File: src/rtl/pll_reset_pkg.sv
// Shared definitions for the PLL reset sequencer: state encoding and the
// sizing helper for the shared stabilize/hold down-counter.
package pll_reset_pkg;

  typedef logic [1:0] state_t;

  localparam state_t WAIT_LOCK = 2'd0;
  localparam state_t STABILIZE = 2'd1;
  localparam state_t HOLD      = 2'd2;
  localparam state_t RUN       = 2'd3;

  // Width needed to hold the larger of the two load values.
  function automatic int cnt_w(input int a, input int b);
    int m;
    m = (a > b) ? a : b;
    return $clog2(m + 1);
  endfunction

endpackage

File: src/rtl/sync_2ff.sv
// Single-bit two-flop synchronizer for bringing an asynchronous level into
// the local clock domain. Both flops clear synchronously on reset.
module sync_2ff (
  input  logic clock,
  input  logic reset,
  input  logic d,
  output logic q
);

  logic meta;

  // Two back-to-back flops; only q may be used by downstream logic.
  always_ff @(posedge clock) begin
    if (reset) begin
      meta <= 1'b0;
      q    <= 1'b0;
    end else begin
      meta <= d;
      q    <= meta;
    end
  end

endmodule

File: src/rtl/pll_reset_sequencer.sv
// Turns the asynchronous PLL lock pin into a clean synchronous system reset
// and a ready flag. Lock must be stable for LOCK_STABLE_CYCLES, then reset is
// held another RESET_HOLD_CYCLES before release. Any lock drop restarts the
// sequence; drops while running are flagged and counted for debug.
// Optional LED heartbeat is built when PLL_RST_HEARTBEAT_EN is defined;
// otherwise the heartbeat port is tied low.
module pll_reset_sequencer
  import pll_reset_pkg::*;
#(
  parameter int LOCK_STABLE_CYCLES = 1024,
  parameter int RESET_HOLD_CYCLES  = 16,
  parameter int LOSS_CNT_W         = 8,
  parameter int HEARTBEAT_LOG2     = 24
) (
  input  logic                  clock,
  input  logic                  reset,
  input  logic                  locked,
  output logic                  sys_reset,
  output logic                  ready,
  output logic                  lock_lost,
  output logic [LOSS_CNT_W-1:0] loss_count,
  output logic                  heartbeat
);

  localparam int CW = cnt_w(LOCK_STABLE_CYCLES, RESET_HOLD_CYCLES);
  localparam logic [CW-1:0] STAB_LOAD = CW'(LOCK_STABLE_CYCLES - 1);
  localparam logic [CW-1:0] HOLD_LOAD = CW'(RESET_HOLD_CYCLES - 1);

  logic          locked_s;
  state_t        state, state_nxt;
  logic [CW-1:0] cnt, cnt_nxt;
  logic          loss_evt;

  sync_2ff u_lock_sync (
    .clock (clock),
    .reset (reset),
    .d     (locked),
    .q     (locked_s)
  );

  // State and shared down-counter register.
  always_ff @(posedge clock) begin
    if (reset) begin
      state <= WAIT_LOCK;
      cnt   <= '0;
    end else begin
      state <= state_nxt;
      cnt   <= cnt_nxt;
    end
  end

  // Next-state: counter is reloaded on every state entry, decremented otherwise.
  always_comb begin
    state_nxt = state;
    cnt_nxt   = cnt;
    loss_evt  = 1'b0;
    case (state)
      WAIT_LOCK: begin
        if (locked_s) begin
          state_nxt = STABILIZE;
          cnt_nxt   = STAB_LOAD;
        end
      end
      STABILIZE: begin
        if (!locked_s) begin
          state_nxt = WAIT_LOCK;
          cnt_nxt   = '0;
        end else if (cnt == '0) begin
          state_nxt = HOLD;
          cnt_nxt   = HOLD_LOAD;
        end else begin
          cnt_nxt = cnt - 1'b1;
        end
      end
      HOLD: begin
        if (!locked_s) begin
          state_nxt = WAIT_LOCK;
          cnt_nxt   = '0;
        end else if (cnt == '0) begin
          state_nxt = RUN;
          cnt_nxt   = '0;
        end else begin
          cnt_nxt = cnt - 1'b1;
        end
      end
      RUN: begin
        if (!locked_s) begin
          state_nxt = WAIT_LOCK;
          cnt_nxt   = '0;
          loss_evt  = 1'b1;
        end
      end
      default: begin
        state_nxt = WAIT_LOCK;
        cnt_nxt   = '0;
      end
    endcase
  end

  // Moore outputs straight from the state register; no path from locked.
  always_comb begin
    sys_reset = (state != RUN);
    ready     = (state == RUN);
  end

  // Sticky loss flag and saturating loss counter; cleared only by reset.
  always_ff @(posedge clock) begin
    if (reset) begin
      lock_lost  <= 1'b0;
      loss_count <= '0;
    end else if (loss_evt) begin
      lock_lost <= 1'b1;
      if (!(&loss_count)) loss_count <= loss_count + 1'b1;
    end
  end

`ifdef PLL_RST_HEARTBEAT_EN
  logic [HEARTBEAT_LOG2-1:0] hb_cnt;

  // Free-running only while ready, parked at zero otherwise.
  always_ff @(posedge clock) begin
    if (reset || !ready) hb_cnt <= '0;
    else                 hb_cnt <= hb_cnt + 1'b1;
  end

  assign heartbeat = hb_cnt[HEARTBEAT_LOG2-1];
`else
  assign heartbeat = 1'b0;
`endif

endmodule
File: config.mk
export PLATFORM = sky130hd
export DESIGN_NAME = pll_reset_sequencer
export DESIGN_NICKNAME = d
export VERILOG_FILES = /design/src/rtl/pll_reset_pkg.sv /design/src/rtl/sync_2ff.sv /design/src/rtl/pll_reset_sequencer.sv
export SDC_FILE = /design/constraint.sdc
export NUM_CORES = 1
export LEC_CHECK = 0
export BUFFER_PORTS_ARGS = -buffer_cell sky130_fd_sc_hd__buf_2
export CAP_MARGIN = 20
export CORE_ASPECT_RATIO = 0.7
export CORE_MARGIN = 1
export CORE_UTILIZATION = 55
export DETAILED_ROUTE_END_ITERATION = 10
export GPL_TIMING_DRIVEN = 0
export PLACE_DENSITY = 0.72
export SLEW_MARGIN = 20
export SYNTH_ARGS = -nofsm -noshare
export SYNTH_HDL_FRONTEND = slang
export SYNTH_SLANG_ARGS = --single-unit
File: constraint.sdc
create_clock -name clock -period 2.3 [get_ports clock]
set_input_delay 0.23 -clock clock [delete_from_list [all_inputs] [get_ports clock]]
set_output_delay 0.23 -clock clock [all_outputs]
set_load 0.005 [all_outputs]
Word level (Yosys, flattened, before mapping)

Index checks and enable logic that the tools add are counted.

$lt $le $gt $ge: 0
Reduce and logical (&&, ||, !) cells: 6
$add $sub $neg: 2
Equal/unequal tests: 8
Multiply operators: 0
Shift-type cells: 0
Muxes and demuxes: 16
Divide/modulo/power cells: 0
Bitwise logic cells: 1

Operators with widths:

| kind                  | number |
|---|---|
| $mux 11               | 6 |
| $pmux 11 s4           | 1 |
| $mux 2                | 6 |
| $logic_not 11->1      | 1 |
| $sub 11x1->11 const B | 1 |
| $add 8x1->8 const B   | 1 |
| $pmux 2 s4            | 1 |
| $reduce_and 8->1      | 1 |
| $ne 3x3->1 const B    | 2 |
| $eq 2x2->1 const B    | 2 |
| $ne 2x2->1 const B    | 2 |
| $reduce_and 2->1      | 2 |
| $reduce_and 4->1      | 1 |
| $eq 2x1->1 const B    | 1 |
| $logic_not 2->1       | 1 |
| $mux 1                | 2 |
| $ne 2x1->1 const B    | 1 |
| $not 1->1             | 1 |

Memories kept: 0
RAM bits: 0
Register bits after elaboration: 24
Word-level logic and storage cells: 39
Bits in latches: 0
Bits in read-only memories: 0
Output and inout bits: 12

Logic depth before layout (Yosys ltp)

Depth after elaboration: 4
Mapped depth: 7
Gate-level depth less buffers: 6

By module

Synthesis repeated with hierarchy kept, for this count alone.

Cells, all modules: 166
Area total of the unflattened synthesis: 1,353.8 um^2

By module, submodules not included:

| module              | cells an instance | sequential area each (um^2) | area an instance (um^2) | times used |
|---|---|---|---|---|
| pll_reset_sequencer | 162               | 440.4                       | 1,301.2                 | 1 |
| sync_2ff            | 4                 | 40.0                        | 52.6                    | 1 |

Least setup slack after synthesis

OpenSTA, ideal clock, no wires.

Path kind: flip-flop to flip-flop
Start point: register cnt[0]
End point: register cnt[0]
Path slack: 0.591 ns
Cell stages (with the launch flop): 8
Clock period less this slack: 1.709 ns
Path buffers: 1
Data arrival time: 1.634 ns
Cell sequence: dfxtp_1 -> inv_1 -> ha_1 -> nor3b_2 -> and4_1 -> buf_6 -> or4_1 -> a31oi_1

Word-level cells in the longest chain between the ends: 4
Elaborated cells between the ends (all ways): 7
Those cells by class: add/sub (1); mux (5); reduce/logical (1)

RTL lines:

| what                                              | line                                                 | text |
|---|---|---|
| from (decl)                                       | pll_reset_sequencer.sv:31                            | `logic [CW-1:0] cnt, cnt_nxt;` |
| from (signal assigned)                            | pll_reset_sequencer.sv:48                            | `cnt <= cnt_nxt;` |
| $sub 11x1->11 or $logic_not 11->1 (tied branches) | -                                                    |  |
| $mux 11 (on tied branches)                        | pll_reset_sequencer.sv:79, pll_reset_sequencer.sv:68 |  |
| $mux 11 (on tied branches)                        | pll_reset_sequencer.sv:76, pll_reset_sequencer.sv:65 |  |
| $pmux 11 s4 *                                     | pll_reset_sequencer.sv:57                            | `case (state)` |

Mark *: on every way between the ends. The rest lies on a longest branch, timed or not.
A chain may end at the register's enable or synchronous reset.

Final worst setup path

Start point: register cnt[0]
End point: register cnt[8]

Same word-level chain as after synthesis.

==> metrics.txt <==
# TYPE chip_impl_metric gauge
chip_impl_metric{name="syn_inst",unit=""} 163
chip_impl_metric{name="warning_count_from_the_yosys_run",unit=""} 0
chip_impl_metric{name="synth_nets",unit=""} 168
chip_impl_metric{name="timing.critical_path.arrival",unit="ps"} 2240
chip_impl_info{name="cp_cell_sequence",value="inv_1, ha_1, nor3b_2, nand4_1, a31oi_1, nor4_1"} 1
chip_impl_metric{name="ant_nets",unit=""} 0
chip_impl_metric{name="boundaryPins",unit=""} 15
chip_impl_metric{name="core-area",unit="sq um"} 2210
chip_impl_metric{name="number_of_buffers_inserted_by_port_buffering",unit=""} 12
chip_impl_metric{name="drt-initial-drc-count",unit=""} 127
chip_impl_metric{name="period_share",unit=""} 0.889
chip_impl_metric{name="maxSlewHeadroom",unit=""} 0.499
chip_impl_metric{name="fillCellCount",unit=""} 210
chip_impl_metric{name="worst_skew_late_latency",unit="ps"} 330
chip_impl_metric{name="p_leak",unit="uW"} 0.000555
chip_impl_metric{name="cts.repair.resized",unit=""} 0
chip_impl_info{name="cts_root_buffer",value="sky130_fd_sc_hd__clkbuf_4"} 1
chip_impl_metric{name="first_global_vias",unit=""} 1041
chip_impl_metric{name="layout-drive-gt1-share",unit=""} 0.173
chip_impl_metric{name="die_height",unit="um"} 43.0
chip_impl_metric{name="firstDrtPassIters",unit=""} 4
chip_impl_metric{name="drc_errors",unit=""} 0
chip_impl_metric{name="areaGrowthSynthToFinish",unit="%"} 10.3
chip_impl_metric{name="post_drt_wl_per_cell",unit="um"} 14.5
chip_impl_info{name="timing.setup.critical_path_class",value="flip-flop to flip-flop"} 1
chip_impl_metric{name="postSynth.asyncResetShare",unit=""} 0
chip_impl_metric{name="worst_path_largest_cell_delay",unit="ps"} 470
chip_impl_metric{name="tightest_slew",unit="ps"} 744
chip_impl_info{name="post_synth_most_frequent_cells",value="sky130_fd_sc_hd__dfxtp_1 (24), sky130_fd_sc_hd__nor2_1 (19), sky130_fd_sc_hd__nand2_1 (11)"} 1
chip_impl_metric{name="detail_route.vias_per_cell",unit=""} 5.91
chip_impl_metric{name="die_area",unit="sq um"} 2610
chip_impl_metric{name="h_tree_lvl_count",unit=""} 1
chip_impl_metric{name="post-layout-total-power",unit="uW"} 833
chip_impl_info{name="worst_hold_path_type",value="primary input to flip-flop"} 1
chip_impl_metric{name="vias",unit=""} 1246
chip_impl_info{name="critical_path.startpoint_type",value="flip-flop"} 1
chip_impl_metric{name="antenna_violations_before_repair",unit=""} 0
chip_impl_info{name="post-synth-top-area-cell",value="sky130_fd_sc_hd__dfxtp_1"} 1
chip_impl_metric{name="clkSinkCount",unit=""} 24
chip_impl_metric{name="power_density",unit="nW/um^2"} 570
chip_impl_metric{name="synth_area",unit="sq um"} 1320
chip_impl_metric{name="synth_edf_count",unit=""} 0
chip_impl_metric{name="dpl.hpwl",unit="mm"} 2.23
chip_impl_metric{name="place_worst_setup_slack",unit="ps"} 371
chip_impl_metric{name="mean_post_synth_cell_area",unit="sq um"} 8.12
chip_impl_metric{name="grt-ovfl-total",unit=""} 0
chip_impl_metric{name="cts-root-to-sink-buffers",unit=""} 2
chip_impl_metric{name="timing.final.hold_violations",unit=""} 0
chip_impl_metric{name="chipWidth",unit="um"} 60.6
chip_impl_metric{name="finalWorstSetupSlack",unit="ps"} 256
chip_impl_metric{name="yosysUniqueCellTypes",unit=""} 47
chip_impl_metric{name="floorplan.initialDensity",unit=""} 0.600
chip_impl_metric{name="detail_route.wirelength",unit="mm"} 3.05
chip_impl_metric{name="postSynthRegisterBits",unit=""} 24
chip_impl_metric{name="postCtsHoldBufs",unit=""} 0
chip_impl_metric{name="rows",unit=""} 14
chip_impl_info{name="synth.most_common_cell",value="sky130_fd_sc_hd__dfxtp_1"} 1
chip_impl_metric{name="setup-tns-final",unit="ps"} 0
chip_impl_metric{name="gpl.final_weighted_congestion",unit=""} 0.924
chip_impl_metric{name="hold_depth",unit=""} 2
chip_impl_metric{name="report.final.slew_viol_count",unit=""} 0
chip_impl_metric{name="worstPathRequired",unit="ps"} 2500
chip_impl_info{name="cts_tree",value="yes"} 1
chip_impl_metric{name="reg2regPathDepth",unit=""} 6
chip_impl_metric{name="aggregate_global_route_resource_usage",unit=""} 0.269
chip_impl_info{name="status",value="finished clean"} 1
chip_impl_metric{name="cts_buffers",unit=""} 3
chip_impl_metric{name="worstPathMaxFanout",unit=""} 8
chip_impl_metric{name="grt_max_degree",unit=""} 14
chip_impl_metric{name="finalSetupViolCount",unit=""} 0
chip_impl_info{name="rsz0062_at_grt",value="no"} 1
chip_impl_info{name="ys.flop_type",value="sky130_fd_sc_hd__dfxtp_1"} 1
chip_impl_metric{name="first_pass_grt_wire_length",unit="mm"} 5.17
chip_impl_info{name="worst_setup_path_end_kind",value="flip-flop"} 1
chip_impl_metric{name="max-cap-violations",unit=""} 0
chip_impl_info{name="cpMaxStageDelayCell",value="sky130_fd_sc_hd__nor3b_2"} 1
chip_impl_info{name="yosys-top-cells-area",value="sky130_fd_sc_hd__dfxtp_1 (36%), sky130_fd_sc_hd__nor2_1 (5.4%), sky130_fd_sc_hd__a31oi_1 (4.3%), sky130_fd_sc_hd__a211oi_1 (4.0%), sky130_fd_sc_hd__nand2_1 (3.1%)"} 1
chip_impl_metric{name="post-synth-top-area-fraction",unit=""} 0.363
chip_impl_metric{name="irDropWorstVdd",unit="mV"} 0.351
chip_impl_metric{name="final.min_clock_period",unit="ps"} 2040
chip_impl_metric{name="fin_worst_skew",unit="ps"} 19.7
chip_impl_metric{name="total_setup_buffers_inserted_after_cts",unit=""} 0
chip_impl_metric{name="cts.reportedPaths.clkPinSlew",unit="ps"} 140
chip_impl_metric{name="design.final.nets",unit=""} 185
chip_impl_metric{name="yosysSeqAreaShare",unit=""} 0.363
chip_impl_metric{name="antenna_cells",unit=""} 0
chip_impl_metric{name="achievable-frequency",unit="GHz"} 0.489
==> through the flow <==
step / instances / hold WS (ps) / utilization / area [sq um]
after CTS: 211 / 100 / 0.662 / 1460
final: 211 / 116 / 0.662 / 1460
after detailed placement: 207 / 432 / 0.645 / 1420
after floorplan: 163 / 358 / - / 1320
after global routing: 211 / 102 / 0.662 / 1460
after global placement: 207 / 420 / 0.645 / 1420
==> cell usage in the layout, fill, tap and decap left out, types with 2 or more instances in the layout <==
cell type | Yosys | layout
sky130_fd_sc_hd__dfxtp_1 | 24 | 24
sky130_fd_sc_hd__nor2_1 | 19 | 19
sky130_fd_sc_hd__buf_2 | 3 | 15
sky130_fd_sc_hd__nand2_1 | 11 | 11
sky130_fd_sc_hd__a31oi_1 | 9 | 9
sky130_fd_sc_hd__inv_1 | 8 | 8
sky130_fd_sc_hd__nand3_1 | 7 | 7
sky130_fd_sc_hd__o21ai_0 | 7 | 7
sky130_fd_sc_hd__a211oi_1 | 7 | 7
sky130_fd_sc_hd__a21oi_1 | 6 | 6
sky130_fd_sc_hd__nand4_1 | 5 | 5
sky130_fd_sc_hd__nor4_1 | 5 | 5
sky130_fd_sc_hd__xnor2_1 | 4 | 4
sky130_fd_sc_hd__o211ai_1 | 4 | 4
sky130_fd_sc_hd__nor3_1 | 3 | 3
sky130_fd_sc_hd__and3_1 | 3 | 3
sky130_fd_sc_hd__clkbuf_4 | 0 | 3
sky130_fd_sc_hd__buf_4 | 2 | 2
sky130_fd_sc_hd__xor2_1 | 2 | 2
sky130_fd_sc_hd__nor3_2 | 2 | 2
sky130_fd_sc_hd__and4_1 | 2 | 2
sky130_fd_sc_hd__or3_1 | 2 | 2
sky130_fd_sc_hd__nor2b_1 | 2 | 2
sky130_fd_sc_hd__ha_1 | 2 | 2
==> flip-flops by register name, indices dropped and copies added, names as in the netlist <==
signal            cells
u_lock_sync.meta      1
lock_lost             1
state                 2
u_lock_sync.q         1
loss_count            8
cnt                  11
==> critical path: cells and delay by family, from the launching register on <==
kind / cells / cell delay, ps
fa+ha+maj: 1 / 180
flops: 1 / 380
compound gates: 1 / 280
simple gates: 3 / 970
buf+inv: 1 / 90
==> per-layer routing <==
layer	part of all wire	GRT usage	wire length, um	up-vias
met3	0.080	0.0549	243	3
met5	0	0	0	-
met1	0.51	0.445	1560	549
li1	-	-	-	640
met4	0.0049	0.0636	15	0
met2	0.40	0.345	1230	54
==> cells by family after synthesis <==
family                     after synthesis  share of synthesized area
and+or+nand+nor                         71                      0.299
buffers and inverters                   16                     0.0595
other                                    1                    0.00283
xor gates and xnor gates                 6                     0.0397
adders and majority gates                2                     0.0189
DFF                                     24                      0.363
muxes                                    1                    0.00756
AOI/OAI and AO/OA                       42                      0.210
==> final timing paths <==
check,startpoint,slack (ps),endpoint
setup reg to reg,cnt[0],260,cnt[8]
hold / removal,locked,120,u_lock_sync.meta
hold reg to reg,u_lock_sync.meta,460,u_lock_sync.q
setup / recovery,cnt[0],260,cnt[8]
==> power breakdown <==
part           internal (uW)  leakage (uW)  switching (uW)
Sequential               432      0.000196            22.4
Clock                   97.0     0.0000210             132
Combinational           59.2      0.000338            90.1
Total                    588      0.000555             245
==> area by class of cell <==
type                       instances  area, sq um  area share
buffer                             8         48.8      0.0334
clock buffer                       4         36.3      0.0249
inverter                           8         30.0      0.0206
multi-input combinational        123          764       0.524
sequential                        24          480       0.329
tap                               32         40.0      0.0274
timing repair buffer              12         60.1      0.0411
Note: power is estimated with default switching activity, not from simulation.
